--- src/rtl/accum_pkg.sv ---
// Shared types for the accumulator datapath: ALU opcodes, control states and
// the default data width.
package accum_pkg;

  localparam int ACCUM_WIDTH = 8;

  typedef enum logic [2:0] {
    OP_LDA = 3'd0,
    OP_ADD = 3'd1,
    OP_SUB = 3'd2,
    OP_AND = 3'd3,
    OP_OR  = 3'd4,
    OP_XOR = 3'd5,
    OP_SHL = 3'd6,
    OP_SHR = 3'd7
  } op_t;

  typedef enum logic {
    WAIT   = 1'b0,
    LOADED = 1'b1
  } state_t;

endpackage

--- src/rtl/alu_core.sv ---
// Combinational ALU: operates on accumulator C and operand A under the
// registered opcode, returning result, carry/borrow/shift-out and overflow.
module alu_core
  import accum_pkg::*;
#(
  parameter int WIDTH = ACCUM_WIDTH
) (
  input  op_t              op_i,
  input  logic [WIDTH-1:0] a_i,
  input  logic [WIDTH-1:0] c_i,
  output logic [WIDTH-1:0] res_o,
  output logic             cy_o,
  output logic             v_o
);

  localparam int MSB = WIDTH - 1;

  logic [WIDTH:0] sum_w;
  logic [WIDTH:0] diff_w;

  // The extra top bit of the difference is the unsigned borrow (C < A).
  assign sum_w  = {1'b0, c_i} + {1'b0, a_i};
  assign diff_w = {1'b0, c_i} - {1'b0, a_i};

  always_comb begin
    res_o = '0;
    cy_o  = 1'b0;
    v_o   = 1'b0;
    case (op_i)
      OP_LDA: res_o = a_i;
      OP_ADD: begin
        res_o = sum_w[MSB:0];
        cy_o  = sum_w[WIDTH];
        v_o   = (c_i[MSB] == a_i[MSB]) && (sum_w[MSB] != c_i[MSB]);
      end
      OP_SUB: begin
        res_o = diff_w[MSB:0];
        cy_o  = diff_w[WIDTH];
        v_o   = (c_i[MSB] != a_i[MSB]) && (diff_w[MSB] != c_i[MSB]);
      end
      OP_AND: res_o = c_i & a_i;
      OP_OR:  res_o = c_i | a_i;
      OP_XOR: res_o = c_i ^ a_i;
      OP_SHL: begin
        res_o = {c_i[MSB-1:0], 1'b0};
        cy_o  = c_i[MSB];
      end
      OP_SHR: begin
        res_o = {1'b0, c_i[MSB:1]};
        cy_o  = c_i[0];
      end
      default: res_o = '0;
    endcase
  end

endmodule

--- src/rtl/accum_datapath.sv ---
// Accumulator datapath: operand/opcode/accumulator registers, result flags and
// the WAIT/LOADED sequencing FSM around the combinational ALU.
module accum_datapath
  import accum_pkg::*;
#(
  parameter int WIDTH = ACCUM_WIDTH
) (
  input  logic             CLKb,
  input  logic             RSTb,
  input  logic             enA,
  input  logic             enALU,
  input  logic             enC,
  input  logic [2:0]       op,
  input  logic [WIDTH-1:0] din,
  output logic [WIDTH-1:0] regA,
  output logic [WIDTH-1:0] regC,
  output logic             flagZ,
  output logic             flagCy,
  output logic             flagV,
  output logic             res_valid,
  output logic             seq_err
);

  state_t           state_q, state_d;
  logic [WIDTH-1:0] reg_a_q;
  logic [WIDTH-1:0] reg_c_q;
  op_t              op_q;
  logic             z_q, cy_q, v_q;
  logic             valid_q;
  logic             err_q;

  logic             commit_w;
  logic             seq_fault_w;
  logic [WIDTH-1:0] alu_res_w;
  logic             alu_cy_w;
  logic             alu_v_w;

  alu_core #(.WIDTH(WIDTH)) u_alu (
    .op_i  (op_q),
    .a_i   (reg_a_q),
    .c_i   (reg_c_q),
    .res_o (alu_res_w),
    .cy_o  (alu_cy_w),
    .v_o   (alu_v_w)
  );

  // A commit with a simultaneous full reload keeps the FSM in LOADED; the ALU
  // still sees the pre-edge operand and opcode because they are registered.
  always_comb begin
    state_d     = state_q;
    commit_w    = 1'b0;
    seq_fault_w = 1'b0;
    case (state_q)
      WAIT: begin
        seq_fault_w = enC;
        if (enA && enALU) begin
          state_d = LOADED;
        end
      end
      LOADED: begin
        if (enC) begin
          commit_w = 1'b1;
          state_d  = (enA && enALU) ? LOADED : WAIT;
        end
      end
      default: state_d = WAIT;
    endcase
  end

  always_ff @(posedge CLKb or negedge RSTb) begin
    if (!RSTb) begin
      state_q <= WAIT;
      reg_a_q <= '0;
      reg_c_q <= '0;
      op_q    <= OP_LDA;
      z_q     <= 1'b0;
      cy_q    <= 1'b0;
      v_q     <= 1'b0;
      valid_q <= 1'b0;
      err_q   <= 1'b0;
    end else begin
      state_q <= state_d;
      if (enA) begin
        reg_a_q <= din;
      end
      if (enALU) begin
        op_q <= op_t'(op);
      end
      if (commit_w) begin
        reg_c_q <= alu_res_w;
        z_q     <= (alu_res_w == '0);
        cy_q    <= alu_cy_w;
        v_q     <= alu_v_w;
      end
      valid_q <= commit_w;
      err_q   <= err_q | seq_fault_w;
    end
  end

  assign regA      = reg_a_q;
  assign regC      = reg_c_q;
  assign flagZ     = z_q;
  assign flagCy    = cy_q;
  assign flagV     = v_q;
  assign res_valid = valid_q;
  assign seq_err   = err_q;

endmodule

--- config.mk ---
export PLATFORM = sky130hd
export DESIGN_NAME = accum_datapath
export DESIGN_NICKNAME = d
export VERILOG_FILES = /design/src/rtl/accum_pkg.sv /design/src/rtl/alu_core.sv /design/src/rtl/accum_datapath.sv
export SDC_FILE = /design/constraint.sdc
export NUM_CORES = 1
export LEC_CHECK = 0
export CAP_MARGIN = 15
export CORE_ASPECT_RATIO = 1.4
export CORE_UTILIZATION = 59
export CTS_CLUSTER_SIZE = 28
export DETAILED_ROUTE_END_ITERATION = 6
export PLACE_DENSITY = 0.93
export SLEW_MARGIN = 0
export SYNTH_ARGS = -nofsm -noshare
export SYNTH_HDL_FRONTEND = slang
export SYNTH_SLANG_ARGS = --single-unit
--- constraint.sdc ---
create_clock -name CLKb -period 3.4 [get_ports CLKb]
set_input_delay 0.68 -clock CLKb [delete_from_list [all_inputs] [get_ports CLKb]]
set_output_delay 0.68 -clock CLKb [all_outputs]
set_load 0.01 [all_outputs]
==> out/metrics.yaml <==
run_status: "finished clean"
rr_startpoint: "op_q[0]"
finalSetupViolCount: 0
core_mm2: 0.00392
drive_above_1_share_pct: 9.87
path_max_fanout: 23
drc_errors: 0
async_flop_share_pct: 100
stdcell_count: 357
power_density_mw_per_mm2: 610
post_cts_resized: 0
grt_max_degree: 26
synth-seq-area-share_pct: 26.0
clk_pin_slew_ns: 0.09
avgViaCountPerCell: 6.46
fmax_ghz: 0.359
synth-seq-cells: 25
die_w_um: 56.0
syn2layout_area_growth_pct: 15.3
worst_pin_slew_ns: 0.966
regToRegEndpoint: "flagZ"
most-common-layout-cells: "36 x clkdlybuf4s50_1, 35 x nand2_1, 26 x o21ai_0, 25 x dfrtp_1, 24 x ha_1"
initial_core_util_pct: 61.4
r2r_slack_ns: 0.62
grt-ovfl-total: 0
hold_violations: 0
cts-root-buf: "clkbuf_8"
numCtsBuffers: 3
pre_cts_ws_ns: 0.747
leakage_nw: 1.20
yosysUniqueCellTypes: 63
netlist_area_mm2: 0.00241
grt_pass1_wl_mm: 10.9
rsz0062_at_grt: "false"
drtIter0Drc: 170
pin_count: 37
maxSlewHeadroom_pct: 35.6
ir_drop_mv: 0.536
dp_hpwl_mm: 5.13
postCtsSetupRepairBufs: 0
die_h_um: 77.6
synthFlopType: "dfrtp_1"
cts_tree: "done"
path_class: "flop to flop"
dr_total_vias: 2307
grt_pass1_vias: 2328
synthCells: 287
insertion_delay_ns: 0.28
ctsHoldBuffers: 0
ant_nets: 0
skew_ns: 0.00318
power_mw: 1.69
cap_violations: 0
finalCritPeriodShare_pct: 81.9
io_buffers: 36
fin_ws_ns: 0.616
cp_data_required_time_ns: 3.59
n_antenna_cell: 0
min_path_type: "flop to flop"
arrival_ns: 2.98
hold_start: "seq_err"
syn_nets: 329
first_pass_iters: 5
r2r_cells: 7
grtUsageTotal_pct: 32.0
gp_congestion: 1.02
holdWs_ns: 0.481
yosysWarnings: 0
place_area_mm2: 0.00273
worstSetupStartpointType: "flop"
cts_buffer_depth: 2
die-area_mm2: 0.00434
htreeDepth: 1
layout_commonest_cell: "clkdlybuf4s50_1"
finalMaxSlewViolations: 0
syn_avg_cell_area_um2: 8.38
final_area_mm2: 0.00277
place_inst: 353
wl_per_cell_um: 19.1
rows: 27
post-route-util_pct: 70.8
nets: 357
hold_depth: 1
synth_edf_count: 0
min_period_ns: 2.78
holdPathEnd: "seq_err"
totalWireLength_mm: 6.82
antenna_found_initial: 0
setup_tns_ns: 0
worst_setup_path_end_kind: "flop"
cts.sinks: 25
-- metal layers --
metal	vias up	routed length (µm)	share of wire, %	global-route usage (%)
met4	0	295	4.3	17.1
met3	36	535	7.8	2.83
met1	1072	2570	38	38.1
met2	130	3420	50	56.3
met5	-	0	0	0
li1	1069	-	-	-
-- cell usage after synthesis, types with 2 or more instances --
cell       count  area (µm²)
o21ai_1        4        20.0
o211ai_1       2        15.0
nand2_1       35         131
mux2i_1        7        70.1
a211oi_1       4        30.0
buf_6          5        56.3
or3_1          3        18.8
o21a_1         2        15.0
o21ai_2        3        26.3
o21ai_0       26         130
mux2_2         3        33.8
o21bai_1       2        15.0
a21o_1         4        30.0
o31ai_1        2        15.0
xnor2_1        4        35.0
inv_2          3        11.3
buf_2          5        25.0
fa_1           2        40.0
clkbuf_1       4        15.0
o22ai_1        4        25.0
inv_1         22        82.6
a21boi_0       2        15.0
nor3_1         4        20.0
nand2b_1       4        25.0
nand3_1        4        20.0
a2111oi_0      2        17.5
o31ai_2        2        25.0
a21oi_1       17        85.1
ha_1          24         300
nor2_1        21        78.8
a221oi_1       2        17.5
dfrtp_1       25         626
a31oi_1        3        18.8
a21oi_2        2        17.5
-- critical path, stage by stage, from the launching register on --
cell and delay, ns:
dfrtp_1 0.74, nor2_1 0.58, nand2_1 0.31, nor2_1 0.16
a21oi_1 0.09, a211oi_1 0.35, o2111ai_1 0.20, o31ai_2 0.25
-- cell type report --
cell class | instances | area (µm²)
multi-input cells | 221 | 1570
clock buffers | 3 | 41.3
well taps | 43 | 53.8
repair buffers | 38 | 375
clock inverters | 1 | 7.51
flip-flops and latches | 25 | 626
inverters | 26 | 97.6
fillers | 281 | 1140
-- where the power goes --
part	internal, mW	switching (mW)
combinational	0.453	0.585
clock	0.0834	0.105
sequential	0.355	0.112
-- registers in the layout, summed over array words and instances (netlist names) --
name / flops
flagV: 1
state_q: 1
op_q: 3
seq_err: 1
regA: 8
flagCy: 1
flagZ: 1
res_valid: 1
regC: 8
-- cell families (layout without fill, tap and decap cells) --
| group | Yosys count | in the layout | synth area share (%) |
|---|---|---|---|
| AO/OA/AOI/OAI | 96 | 96 | 27.5 |
| AND/OR/NAND/NOR | 83 | 83 | 16.7 |
| XOR/XNOR | 5 | 5 | 1.82 |
| adder cells (fa/ha/maj) | 26 | 26 | 14.1 |
| multiplexers | 11 | 11 | 5.25 |
| buffers and inverters | 41 | 68 | 8.63 |
| flip-flops | 25 | 25 | 26.0 |
-- worst max path at each step --
stage / start / slack, ns / end
final: op_q[0] / 0.62 / flagZ
after global placement: enC / 0.63 / flagZ
after floorplan: regC[0] / 1.13 / flagZ
after detailed placement: enC / 0.75 / flagZ
after global routing: op_q[0] / 0.60 / flagZ
after CTS: regC[0] / 0.79 / flagZ
No activity file was read; power rests on OpenSTA's default activity.
